$ cat src/rtl/legv8_control_unit.sv
`default_nettype none
// ============================================================================
// legv8_control_unit : multi-cycle LEGv8 control FSM producing ControlWord/constant
// Revision 1.0
// ============================================================================

module legv8_control_unit (
  input  logic        clock,
  input  logic        reset,
  input  logic [31:0] IR,
  input  logic [4:0]  status,
  input  logic [3:0]  current_status,
  output logic [39:0] ControlWord,
  output logic [63:0] constant,
  output logic [2:0]  state,
  output logic        illegal
);

  localparam logic [4:0] FS_ADD   = 5'b01000;
  localparam logic [4:0] FS_SUB   = 5'b01001;
  localparam logic [4:0] FS_AND   = 5'b00000;
  localparam logic [4:0] FS_OR    = 5'b00100;
  localparam logic [4:0] FS_XOR   = 5'b01100;
  localparam logic [4:0] FS_PASSB = 5'b11100;

  typedef enum logic [2:0] {
    S_FETCH = 3'd0,
    S_EX0   = 3'd1,
    S_EX1   = 3'd2
  } state_t;

  typedef enum logic [4:0] {
    I_ADD, I_ADDS, I_SUB, I_SUBS, I_AND, I_ORR, I_EOR,
    I_ADDI, I_SUBI, I_LDUR, I_STUR, I_BR, I_MOVZ,
    I_CBZ, I_CBNZ, I_BCOND, I_B, I_BL, I_ILL
  } insn_t;

  state_t     state_q, state_d;
  logic       illegal_q, illegal_d;
  insn_t      insn;

  logic [2:0] cgs;
  logic       as_f, pcsel, bsel, il, sl, c0, mw, rw;
  logic [1:0] ds, ps, size;
  logic [4:0] fs, da, sa, sb;
  logic       cond_base, cond_taken;

  logic [4:0] rd, rn, rm;
  assign rd = IR[4:0];
  assign rn = IR[9:5];
  assign rm = IR[20:16];

  // alu_on_bus and the live V/C/N flags are not needed by this control word
  logic unused_ok;
  assign unused_ok = ^{status[0], current_status[3:1]};

  // Wildcard patterns are disjoint; order still lists longest opcodes first
  always_comb begin
    insn = I_ILL;
    casez (IR[31:21])
      11'b10001011000: insn = I_ADD;
      11'b10101011000: insn = I_ADDS;
      11'b11001011000: insn = I_SUB;
      11'b11101011000: insn = I_SUBS;
      11'b10001010000: insn = I_AND;
      11'b10101010000: insn = I_ORR;
      11'b11001010000: insn = I_EOR;
      11'b11111000010: insn = I_LDUR;
      11'b11111000000: insn = I_STUR;
      11'b11010110000: insn = I_BR;
      11'b1001000100?: insn = I_ADDI;
      11'b1101000100?: insn = I_SUBI;
      11'b110100101??: insn = I_MOVZ;
      11'b10110100???: insn = I_CBZ;
      11'b10110101???: insn = I_CBNZ;
      11'b01010100???: insn = I_BCOND;
      11'b000101?????: insn = I_B;
      11'b100101?????: insn = I_BL;
      default:         insn = I_ILL;
    endcase
  end

  // Stored flags {V,C,N,Z} = status[4:1]; odd codes invert, 1110/1111 always
  always_comb begin
    cond_base = 1'b1;
    case (IR[3:1])
      3'b000:  cond_base = status[1];
      3'b001:  cond_base = status[3];
      3'b010:  cond_base = status[2];
      3'b011:  cond_base = status[4];
      3'b100:  cond_base = status[3] & ~status[1];
      3'b101:  cond_base = (status[2] == status[4]);
      3'b110:  cond_base = ~status[1] & (status[2] == status[4]);
      default: cond_base = 1'b1;
    endcase
    cond_taken = cond_base ^ (IR[0] & (IR[3:1] != 3'b111));
  end

  always_comb begin
    cgs       = 3'b000;
    state_d   = S_FETCH;
    as_f      = 1'b1;
    ds        = 2'b00;
    ps        = 2'b00;
    pcsel     = 1'b0;
    bsel      = 1'b0;
    il        = 1'b0;
    sl        = 1'b0;
    fs        = FS_AND;
    c0        = 1'b0;
    size      = 2'b00;
    mw        = 1'b0;
    rw        = 1'b0;
    da        = 5'd0;
    sa        = 5'd0;
    sb        = 5'd0;
    illegal_d = illegal_q;
    case (state_q)
      S_EX0: begin
        case (insn)
          I_ADD, I_ADDS, I_SUB, I_SUBS, I_AND, I_ORR, I_EOR, I_ADDI, I_SUBI: begin
            sa   = rn;
            sb   = rm;
            da   = rd;
            rw   = 1'b1;
            bsel = (insn == I_ADDI) || (insn == I_SUBI);
            sl   = (insn == I_ADDS) || (insn == I_SUBS);
            case (insn)
              I_SUB, I_SUBS, I_SUBI: begin
                fs = FS_SUB;
                c0 = 1'b1;
              end
              I_AND:   fs = FS_AND;
              I_ORR:   fs = FS_OR;
              I_EOR:   fs = FS_XOR;
              default: fs = FS_ADD;
            endcase
          end
          I_LDUR, I_STUR: begin
            sa   = rn;
            bsel = 1'b1;
            cgs  = 3'b001;
            fs   = FS_ADD;
            as_f = 1'b0;
            size = 2'b11;
            if (insn == I_LDUR) begin
              ds      = 2'b11;
              state_d = S_EX1;
            end else begin
              sb = rd;
              ds = 2'b01;
              mw = 1'b1;
            end
          end
          I_BR: begin
            sa    = rn;
            sb    = rn;
            fs    = FS_PASSB;
            ps    = 2'b11;
            pcsel = 1'b1;
          end
          I_B: begin
            ps  = 2'b10;
            cgs = 3'b010;
          end
          I_BL: begin
            ds      = 2'b10;
            rw      = 1'b1;
            da      = 5'd30;
            state_d = S_EX1;
          end
          I_CBZ, I_CBNZ: begin
            sb  = rd;
            fs  = FS_PASSB;
            cgs = 3'b011;
            ps  = (current_status[0] ^ (insn == I_CBNZ)) ? 2'b10 : 2'b00;
          end
          I_BCOND: begin
            cgs = 3'b011;
            ps  = cond_taken ? 2'b10 : 2'b00;
          end
          I_MOVZ: begin
            fs   = FS_PASSB;
            bsel = 1'b1;
            cgs  = 3'b100;
            rw   = 1'b1;
            da   = rd;
          end
          default: illegal_d = 1'b1;
        endcase
      end
      S_EX1: begin
        case (insn)
          I_LDUR: begin
            sa   = rn;
            bsel = 1'b1;
            cgs  = 3'b001;
            fs   = FS_ADD;
            as_f = 1'b0;
            ds   = 2'b11;
            size = 2'b11;
            rw   = 1'b1;
            da   = rd;
          end
          I_BL: begin
            ps  = 2'b10;
            cgs = 3'b010;
          end
          default: ;
        endcase
      end
      default: begin
        ds      = 2'b11;
        il      = 1'b1;
        ps      = 2'b01;
        size    = 2'b10;
        state_d = (state_q == S_FETCH) ? S_EX0 : S_FETCH;
      end
    endcase
  end

  // Branch offsets are word counts and must undo the +4 applied in FETCH
  always_comb begin
    case (cgs)
      3'b000:  constant = {52'd0, IR[21:10]};
      3'b001:  constant = {{55{IR[20]}}, IR[20:12]};
      3'b010:  constant = {{36{IR[25]}}, IR[25:0], 2'b00} - 64'd4;
      3'b011:  constant = {{43{IR[23]}}, IR[23:5], 2'b00} - 64'd4;
      3'b100:  constant = {48'd0, IR[20:5]} << {IR[22:21], 4'b0000};
      default: constant = 64'd0;
    endcase
  end

  always_ff @(posedge clock or negedge reset) begin
    if (!reset) begin
      state_q   <= S_FETCH;
      illegal_q <= 1'b0;
    end else begin
      state_q   <= state_d;
      illegal_q <= illegal_d;
    end
  end

  assign ControlWord = {cgs, state_d, as_f, ds, ps, pcsel, bsel, il, sl, fs, c0,
                        size, mw, rw, da, sa, sb};
  assign state       = state_q;
  assign illegal     = illegal_q;

endmodule

`default_nettype wire

$ cat config.mk
export PLATFORM = sky130hd
export DESIGN_NAME = legv8_control_unit
export DESIGN_NICKNAME = d
export VERILOG_FILES = /design/src/rtl/legv8_control_unit.sv
export SDC_FILE = /design/constraint.sdc
export NUM_CORES = 1
export LEC_CHECK = 0
export ABC_AREA = 1
export BUFFER_PORTS_ARGS = -buffer_cell sky130_fd_sc_hd__buf_2
export CAP_MARGIN = 20
export CORE_MARGIN = 2
export CORE_UTILIZATION = 54
export DETAILED_ROUTE_END_ITERATION = 7
export GPL_TIMING_DRIVEN = 0
export PLACE_DENSITY_LB_ADDON = 0.25
export SYNTH_ARGS = -nofsm -noshare
export SYNTH_HDL_FRONTEND = slang
export SYNTH_SLANG_ARGS = --single-unit
export TNS_END_PERCENT = 10
$ cat constraint.sdc
create_clock -name clock -period 5.35 [get_ports clock]
set_input_delay 0.535 -clock clock [delete_from_list [all_inputs] [get_ports clock]]
set_output_delay 0.535 -clock clock [all_outputs]
set_load 0.05 [all_outputs]
==> results.md, run 1 <==
- The flow ran to the end, and the final reports show no timing, DRC or antenna violations.
- The global-route wire length before repair is 24100 um.
- The leading register cell type out of synthesis is dfrtp_1.
- The leakage power figure is 2.44 nW.
- After the first detailed-routing iteration, the DRC count stood at 673.
- The total congestion overflow after global routing is 0.
- For this run, the detailed router's first-pass iteration total came to 6.
- The wire-length estimate of the detail-placed layout is 12400 um.
- The tool flagged a number of max-cap violations equal to 0.
- The number of clock sinks is 3.
- Timing would allow up to 266 MHz.
- The worst pin sits at a relative slew slack of 52.3%.
- The clock reaches the later pin of the worst-skew pair after 0.21 ns.
- The commonest cells after synthesis are nand2_1 (133), nor2_1 (82), inv_1 (72), nand3_1 (44).
- The post-CTS setup buffer count is 0.
- Summed over all instances, the cell type with the most area after synthesis is nand2_1.
- During I/O placement, the number of pins put on the boundary was 151.
- In the final layout, the share of cells above drive strength 1 is 32.5%.
- Synthesis handed over a netlist of 619 instances.
- For this run, the post-layout net count is 804.
- The hold violation count in the final report is 0.
- The register bit count reported by yosys is 3.
- The average instance in the mapped netlist occupies 5.68 um2.
- Counting flops with a built-in enable in the synthesized netlist gives 0.
- The number of global-route vias before repair is 4736.
- Across the routed clock network, the largest skew measured is 0.00113 ns.
- The pin count of the biggest net entering global routing is 11.
- The number of buffers added to fix hold violations after cts is 0.
- Of the available clock period, the critical path in the final layout requires 70.4%.
- In this run the critical register-to-register path is launched from state[1].
- The placeable core region is 6310 um2.
- The depth of the worst register-to-register path is 5.
- STA classifies the critical path endpoint as an output port.
- The routed wire length is 15600 um.
- The Yosys step of the flow raised 0 warnings.
- Setup repair after global routing left no endpoint under its margin.
- Setup violations remaining at the end of the flow were counted as 0.
- STA puts the critical path data required time at 4.82 ns.
- After routing the design area is 4320 um2.
- The worst setup slack for register-to-register paths is 3.73 ns.
- Counting I/O delays and the setup requirement, the final critical path takes 3.76 ns.
- The actual slew at the worst max-slew pin is 0.716 ns.
- 0 antenna diodes ended up in the layout.
- The floorplan step set the die height to 84.7 um.
- By area the synthesized netlist is led by nand2_1 (14%), nor2_1 (8.8%), inv_1 (7.7%), nand3_1 (6.3%), xor2_1 (5.7%).
- The worst hold path class is input pin to async pin.
- The number of buffers inserted during clock tree synthesis is 3.
- In the final routed layout, each cell accounts on average for 18.7 um.
- The die covers 7170 um2.
- The proportion of register bits with asynchronous set or reset after synthesis is 100%.
- The total number of placement rows is 29.
- In this run the worst path has a maximum fanout of 10.
- The classification of the worst setup path is register to output port.
- The number of antenna violations at the first check in global routing is 0.
- The post-cts repair resize count is 0.
- The source of the critical timing path is state[1].
- The most frequently used cell type in the post-synthesis netlist is nand2_1.
- The type of origin of the critical path is a register.
- Once the floorplan was initialized, standard cells occupied 55.7% of the core.
- The port buffer count is 130.
- The maximum clock insertion buffer count is 2.
- The via count is 5193.
- The number of remaining DRC errors is 0.
- The master cell of the clock root buffer is clkbuf_8.
- TritonCTS built the clock tree.
- After clock tree synthesis, the clock-pin slew on the worst setup and hold paths is 0.03 ns.
- The number of H-tree branching levels is 1.
- The area fraction of the dominant cell type after synthesis is 14.2%.
- After synthesis, the netlist uses 54 different library cells.
- The instance area after placement is 4270 um2.
- STA puts the critical path data arrival time at 3.23 ns.
- At the end of routability-driven placement, the weighted congestion stood at 1.07.
- From left edge to right edge, the die measures 84.7 um.
- Adding up every negative setup slack in the final design gives 0 ns.
- The overall global routing resource usage is 41.5%.
- The number of nets still failing antenna checks after routing is 0.
- The number of pins with negative max-slew slack in the final report is 0.
- In this run the critical register-to-register path is captured at illegal.
- In the routed layout, each cell is associated on average with a via count of 6.24.
- The sequential fraction of the synthesis area is 2.13%.
- The highest ir drop seen on vdd is 0.190 mV.
- The cell area after synthesis is 3520 um2.
- The signed area change from the synthesized netlist to the final layout is 22.7%.
- Power spread over the standard cell area amounts to 99.6 nW/um2.
==> area by class of cell <==
| cell class | count | area (um2) |
|---|---|---|
| clock buffers | 4 | 45.0 |
| multi-input cells | 482 | 2830 |
| plain buffers | 44 | 256 |
| inverters | 92 | 363 |
| well taps | 77 | 96.3 |
| flip-flops and latches | 3 | 75.1 |
| fillers | 621 | 2000 |
| repair buffers | 130 | 651 |
==> report_power, final <==
part           internal [mW]  switching, mW  leakage [nW]
sequential            0.0243        0.00140        0.0331
clock                 0.0508         0.0146        0.0228
combinational         0.0773          0.261          2.38
==> stage by stage <==
stage	instances	power, mW	util [%]	hold slack (ns)	setup WS, ns
2_1_floorplan	621	0.270	-	0.239	0.757
3_3_place_gp	828	0.351	67.7	0.328	1.91
3_5_place_dp	828	0.355	67.7	0.333	1.90
4_1_cts	832	0.421	68.4	0.111	1.73
5_1_grt	832	0.448	68.4	0.111	1.49
6_report	832	0.430	68.4	0.114	1.59
==> cell families after synthesis <==
kind of cell	after synthesis	share of synthesized area [%]
mux	1	0.285
simple gates	327	44.1
other cells	1	0.107
flops	3	2.13
compound gates	121	27.7
buf+inv	136	17.6
xor+xnor	25	6.23
fa+ha+maj	5	1.78
==> cells in the final DEF (no fill, tap or decap), types with 4 or more instances in the layout <==
| master | instances |
|---|---|
| buf_2 | 139 |
| nand2_1 | 133 |
| nor2_1 | 82 |
| inv_1 | 72 |
| nand3_1 | 44 |
| o21ai_0 | 23 |
| xor2_1 | 23 |
| clkbuf_1 | 19 |
| inv_2 | 16 |
| a21oi_1 | 15 |
| nor3_1 | 14 |
| nand4_1 | 13 |
| o21ai_2 | 13 |
| o2111ai_1 | 13 |
| buf_4 | 11 |
| o31ai_2 | 9 |
| nor2_2 | 8 |
| o41ai_2 | 8 |
| o22ai_1 | 7 |
| nand2_2 | 6 |
| o221ai_1 | 6 |
| buf_6 | 5 |
| o211ai_1 | 5 |
| ha_1 | 5 |
| nor2_4 | 4 |
| nand2_4 | 4 |
| nor4_1 | 4 |
| o21ai_1 | 4 |
| a22oi_1 | 4 |
| or2_2 | 4 |
| o311ai_0 | 4 |
==> state kept, by name, indices dropped and copies added (netlist names) <==
name     count
state        2
illegal      1
==> worst max path at each step <==
stage | to | slack (ns) | cells after the start
finish | constant[9] | 1.59 | 13
floorplan | constant[19] | 0.76 | 9
global route | constant[9] | 1.49 | 13
CTS | constant[9] | 1.73 | 13
global placement | constant[23] | 1.91 | 13
detailed placement | constant[23] | 1.90 | 13
==> worst max-delay path: stages, from the launching register on <==
cell and delay [ns]:
dfrtp_1 0.38, inv_1 0.09, ha_1 0.28, clkbuf_2 0.22
inv_1 0.14, nor3_1 0.38, inv_1 0.12, nand2_1 0.16
nand3_2 0.17, inv_2 0.21, buf_2 0.28, o21ai_1 0.17
nand4_1 0.12, buf_2 0.28
==> layer usage <==
metal | GRT usage (%) | vias up | share of wire, %
met3 | 9.44 | 70 | 15
met1 | 55.3 | 2318 | 38
met4 | 14.4 | 0 | 3.4
met2 | 65.6 | 456 | 43
li1 | - | 2349 | -
met5 | 0 | - | 0
Note: power is estimated with default switching activity, not from simulation.
==> inputs of run 2 (changes only) <==
--- a/config.mk
+++ b/config.mk
@@ -9,7 +9,7 @@
 export BUFFER_PORTS_ARGS = -buffer_cell sky130_fd_sc_hd__buf_2
 export CAP_MARGIN = 20
 export CORE_MARGIN = 2
-export CORE_UTILIZATION = 54
+export CORE_UTILIZATION = 50
 export DETAILED_ROUTE_END_ITERATION = 7
 export GPL_TIMING_DRIVEN = 0
 export PLACE_DENSITY_LB_ADDON = 0.25
==> constraint.sdc (replaced) <==
create_clock -name clock -period 3.5 [get_ports clock]
set_input_delay 0.35 -clock clock [delete_from_list [all_inputs] [get_ports clock]]
set_output_delay 0.35 -clock clock [all_outputs]
set_load 0.05 [all_outputs]
==> results.md, run 2 (synthesis results as in run 1) <==
- The port buffer count is 130.
- The detailed placer's ending HPWL is 13000 um.
- After global routing the overflow that remains totals 0.
- The combinational share of power is 78.4%.
- At the later pin of the worst-skew pair, clock insertion delay measures 0.22 ns.
- The highest ir drop seen on vdd is 0.0783 mV.
- The number of antenna violations at the first check in global routing came to 0.
- The critical path data arrival time is 2.98 ns.
- The worst register-to-register path ends at illegal.
- For this run, the detailed router's first-pass iteration total came to 7.
- The die is 87.9 um wide.
- The nature of the critical path endpoint is an output port.
- The final setup slack of the worst path is 0.167 ns.
- For this design the static power due to leakage is 2.45 nW.
- The number of pins with negative max-slew slack in the final report was 0.
- The non-filler instance count after layout is 852.
- Global routing used 41.1% of the available tracks.
- The hold violation count in the final report is 0.
- The number of instances in the placed design is 847.
- The worst setup path is launched from a register.
- Traced cell by cell, the critical path runs through inv_1 > ha_1 > clkbuf_2 > inv_1 > nor3_2 > inv_1 > nand2_1 > nand3_2 > inv_2 > clkbuf_4 > nand2_1 > o2111ai_1 > clkbuf_4.
- After floorplanning, the core was sized to cover 6790 um2.
- The routability congestion estimate is 1.12.
- Of the total power, the share spent switching nets is 64.8%.
- The highest-delay cell along the critical path is dfrtp_1.
- The classification of the worst setup path is register to output port.
- In this run the deepest clock path goes through 2 buffers.
- Clock tree synthesis found a total of 3 sinks.
- The final setup violation count is 0.
- In this run the critical register-to-register path is launched from state[1].
- The TritonCTS clock tree is yes.
- The critical-path maximum fanout is 10.
- Of the total power, the clock network draws 15.7%.
- After the first detailed-routing iteration, the DRC count stood at 695.
- Wires add up to 16500 um.
- The sequential group share of total power is 5.9%.
- The number of buffers inserted during clock tree synthesis is 3.
- The number of nets in the layout is 805.
- The run finished with clean final reports.
- The total number of placement rows is 30.
- The critical path's largest stage delay is 0.39 ns.
- The min-delay analysis places its worst path in the category input pin to async pin.
- The shortest period the worst path allows is 3.33 ns.
- The setup TNS is 0 ns.
- At the placement stage, the worst setup path has a slack of 0.393 ns.
- Following the worst setup path forward leads to its endpoint at constant[2].
- The floorplan step defined a die boundary enclosing 7720 um2.
- The number of nets still failing antenna checks after routing is 0.
- The number of global-route vias before repair is 4644.
- The chip height is 87.9 um.
- Overall power consumption after layout is estimated at 0.668 mW.
- Cell internal power was estimated by the tool at 0.235 mW.
- Dividing the final minimum period by the clock period gives 95.2%.
- The signed area change from the synthesized netlist to the final layout is 24.4%.
- The number of max-capacitance violations reported is 0.
- Data on the critical path is required at its endpoint by 3.15 ns.
- The top cell types in the final layout, fill and taps aside, are buf_2 (134), nand2_1 (133), nor2_1 (82).
- The flip-flop count of the largest register, all copies and words added is 2.
- Setup repair after global routing left no endpoint under its margin.
- The global-route wire length before repair is 24600 um.
- The source of the critical timing path is state[0].
- Summed over all nets, the switching power comes to 0.433 mW.
- The worst setup slack for register-to-register paths is 1.83 ns.
- The total power divided by cell area is 153 nW/um2.
- Clock-pin slew was measured on the worst setup and hold paths at 0.03 ns.
- The worst max-slew margin expressed relative to the limit is 53.9%.
- Counting cells, the worst reg-to-reg path comes to 5.
- The antenna diode count is 0.
- CTS built an H-tree with a depth of 1.
- The starting density of the core is 51.8%.
- In this run the clock root is driven by a clkbuf_8.
- The routed wirelength normalized by instance count is 19.3 um.
- The routed via count divided by cell count is 6.14.
- For the final database, setup skew stands at 0.00430 ns.
- The number of remaining DRC errors is 0.
- Among the stages of the critical path, the cell type that occurs most often is inv_1.
- The library cell used most frequently in the layout, excluding fill and tap cells, is buf_2.
- The via count is 5233.
- Cells fill 64.4% of the core in the end.
- The instance area after placement is 4300 um2.
- For this run, the top clock speed supported by timing is 300 MHz.
- After routing the design area is 4380 um2.
- The final worst hold slack is 0.458 ns.
- The share of final-layout standard cells stronger than drive strength 1 is 32.7%.
- 151 I/O pins were placed.
- Entering global routing, the biggest net connects 11 pins.
- The actual slew at the worst max-slew pin is 0.692 ns.
[run 2: worst max-delay path: cells and delay by family (launching register included)]
| family | cells | cell delay (ns) |
|---|---|---|
| flip-flops | 1 | 0.39 |
| adder cells (fa/ha/maj) | 1 | 0.28 |
| buffers and inverters | 7 | 1.24 |
| AO/OA/AOI/OAI | 1 | 0.13 |
| AND/OR/NAND/NOR | 4 | 0.71 |
[run 2: layout make-up]
| type | instances | area, um2 |
|---|---|---|
| inverter | 92 | 363 |
| timing repair buffer | 131 | 671 |
| sequential | 3 | 75.1 |
| tap | 96 | 120 |
| clock buffer | 4 | 45.0 |
| multi-input combinational | 482 | 2840 |
| buffer | 44 | 259 |
| fill | 657 | 2420 |
[run 2: worst min path at each step]
stage / endpoint / slack, ns / cells past startpoint
finish: state[0] / 0.46 / 2
global route: state[0] / 0.47 / 2
CTS: state[0] / 0.46 / 2
detailed placement: state[0] / 0.15 / 1
global placement: state[0] / 0.15 / 1
floorplan: illegal / 0.05 / 0
[run 2: power by group through the flow]
stage               Sequential (mW)  Combinational [mW]  Clock [mW]
finish                       0.0397               0.524       0.105
global route                 0.0400               0.552       0.108
CTS                          0.0394               0.509       0.103
detailed placement           0.0396               0.507           0
global placement             0.0398               0.502           0
floorplan                    0.0469               0.367           0
[run 2: timing repair]
item                                    4_1_cts  5_1_grt
gates resized for setup                       0        6
endpoints found under the hold margin         3        0
setup buffers                                 0        0
endpoints found under the setup margin        0       10
hold buffers                                  1        0
[run 2: layer usage]
layer | routed length (um) | vias to the layer above | GRT usage [%]
met5 | 0 | - | 0
met3 | 2180 | 62 | 8.48
met4 | 484 | 0 | 13.4
met1 | 6560 | 2397 | 55.8
met2 | 7260 | 423 | 64.7
li1 | - | 2351 | -
==> inputs of run 3 (changes only) <==
--- a/config.mk
+++ b/config.mk
@@ -10,6 +10,7 @@
 export CAP_MARGIN = 20
 export CORE_MARGIN = 2
 export CORE_UTILIZATION = 50
+export CTS_BUF_LIST = sky130_fd_sc_hd__clkbuf_8 sky130_fd_sc_hd__clkbuf_16
 export DETAILED_ROUTE_END_ITERATION = 7
 export GPL_TIMING_DRIVEN = 0
 export PLACE_DENSITY_LB_ADDON = 0.25
==> results.md, run 3 (synthesis results as in run 1) <==
- Between clock sinks in the finished design, the worst skew comes to 0.00452 ns.
- The post-route total power is 0.665 mW.
- The fmax is 301 MHz.
- The detailed placer's ending HPWL is 13000 um.
- In the final design database the tool counted 805 nets.
- The number of antenna violations at the first check in global routing is 0.
- The TritonCTS clock tree is yes.
- The number of buffers inserted during clock tree synthesis is 3.
- Summed over all cells, the static leakage comes to 2.45 nW.
- The worst setup path is captured at an output port.
- The routed wire length is 16500 um.
- The area of combinational cells with multiple inputs is 2840 um2.
- After filler insertion, the fill cell instance count of the layout stands at 657.
- Setup repair after global routing left no endpoint under its margin.
- The minimum setup slack after placement is 0.393 ns.
- The master cell of the clock root buffer is clkbuf_8.
- The core region is 6790 um2.
- The total congestion overflow after global routing is 0.
- The post-CTS setup buffer count is 0.
- The sequential cells in the finished layout cover a total of 75.1 um2.
- The chip height is 87.9 um.
- The worst path in the final design needs a cycle of 3.32 ns, including I/O delays and setup.
- After detailed routing, the number of vias per cell comes to 6.08.
- Entering global routing, the biggest net connects 11 pins.
- The number of max-capacitance violations reported is 0.
- The via count is 5176.
- The placed instances occupy a cell area of 4300 um2.
- The critical path data arrival time is 2.97 ns.
- The critical-path maximum fanout is 10.
- At the end of routability-driven placement, the weighted congestion stood at 1.12.
- By startpoint and endpoint, the worst setup path is classified as register to output port.
- In the routed design, unresolved DRC markers number 0.
- The number of nets still failing antenna checks after routing is 0.
- The number of global-route vias before repair is 4644.
- Leaving out fill and tap cells, the most frequent cells in the layout are buf_2 (134), nand2_1 (133), nor2_1 (82).
- At the worst endpoint, the required time is 3.15 ns.
- The number of clock sinks is 3.
- 0 antenna diodes ended up in the layout.
- The total die area is 7720 um2.
- The floorplan step set the die width to 87.9 um.
- The longest clock path from root to sink contains 2 buffers.
- The worst max-slew margin expressed relative to the limit is 53.6%.
- The highest ir drop seen on vdd is 0.0780 mV.
- The clock latency on the worst-skew pair is 0.22 ns.
- The number of primary I/O pins is 151.
- The number of iterations in the first detailed-routing pass is 6.
- In this run the core area contains 30 standard-cell rows.
- The worst path meets setup with 0.175 ns of slack.
- The type of origin of the critical path is a register.
- Clock-pin slew was measured on the worst setup and hold paths at 0.03 ns.
- The worst path uses 95.0% of the clock period.
- Setup total negative slack on the finished layout was measured at 0 ns.
- The finished layout cell area is 4380 um2.
- Global routing used 41.1% of the available tracks.
- Leaving out fill and tap cells, the most frequent cell in the layout is buf_2.
- The run finished with clean final reports.
- Dividing total power by cell area gives a power density of 152 nW/um2.
- The number of pins with negative max-slew slack in the final report is 0.
- In this run the worst hold path is classified as input pin to async pin.
- The count of buffers added on input and output ports is 130.
- The starting density of the core is 51.8%.
- Compared with the post-synthesis result, the final layout area differs by 24.4%.
- The register with the most flip-flops in the layout has 2 of them.
- The violation count after the first detailed-routing iteration is 689.
- In this run the number of H-tree levels came out at 1.
- The post-route netlist has 32.7% of its cells at a drive strength greater than 1.
- Dividing the detail-routed wire length by the instance count gives 19.3 um.
- The actual slew at the worst max-slew pin is 0.695 ns.
- The hold violation count in the final report was 0.
- The final setup violation count is 0.
- The first global-routing pass estimated 24600 um of wire.
[run 3: cell types whose count changed in the layout (fill, tap and decap cells not counted), sizes merged]
cell	change
inv	+1
clkbuf	-1
[run 3: critical path, stage by stage, from the launching register on]
cell	delay, ns
dfrtp_1	0.39
inv_1	0.09
ha_1	0.28
clkbuf_2	0.21
inv_1	0.15
nor3_2	0.26
inv_1	0.09
nand2_1	0.15
nand3_2	0.16
inv_2	0.18
clkbuf_4	0.25
nand2_1	0.14
o2111ai_1	0.13
clkbuf_4	0.27
[run 3: where the power goes]
part	internal, mW	leakage [nW]	switching [mW]
logic	0.120	2.39	0.404
registers	0.0371	0.0331	0.00251
clock network	0.0750	0.0269	0.0268
[run 3: cell type report]
cell class	instances	share of cell area [%]
timing repair buffer	131	15.3
multi-input combinational	482	65.0
tap	96	2.75
inverter	92	8.29
sequential	3	1.72
clock inverter	1	0.0858
buffer	44	5.92
clock buffer	3	0.944
[run 3: what timing repair did]
item / CTS / global route
resized for setup: 0 / 6
hold buffers: 1 / 0
hold endpoints to repair: 3 / 0
setup endpoints to repair: 0 / 10
[run 3: per-layer routing]
layer  up-vias  wire [um]  GRT usage (%)
met5         -          0              0
met4         0        433           13.4
met3        50       2090           8.48
met2       422       7350           64.7
met1      2357       6580           55.8
li1       2347          -              -
[run 3: path summary, 6_finish.rpt]
kind,startpoint,end,slack (ns),depth (start not counted)
setup / recovery,state[0],constant[2],0.18,13
hold / removal,reset,state[0],0.46,2
setup reg to reg,state[1],illegal,1.83,5
hold reg to reg,illegal,illegal,0.48,1
max in group asynchronous,reset,illegal,2.92,2
min in group clock,illegal,illegal,0.48,1
[run 3: stage by stage]
| stage | util (%) | std cells | hold slack, ns |
|---|---|---|---|
| final | 64.4 | 852 | 0.458 |
| after global routing | 64.4 | 852 | 0.471 |
| after CTS | 64.1 | 852 | 0.460 |
| after detailed placement | 63.3 | 847 | 0.151 |
| after global placement | 63.3 | 847 | 0.150 |
| after floorplan | - | 621 | 0.0544 |
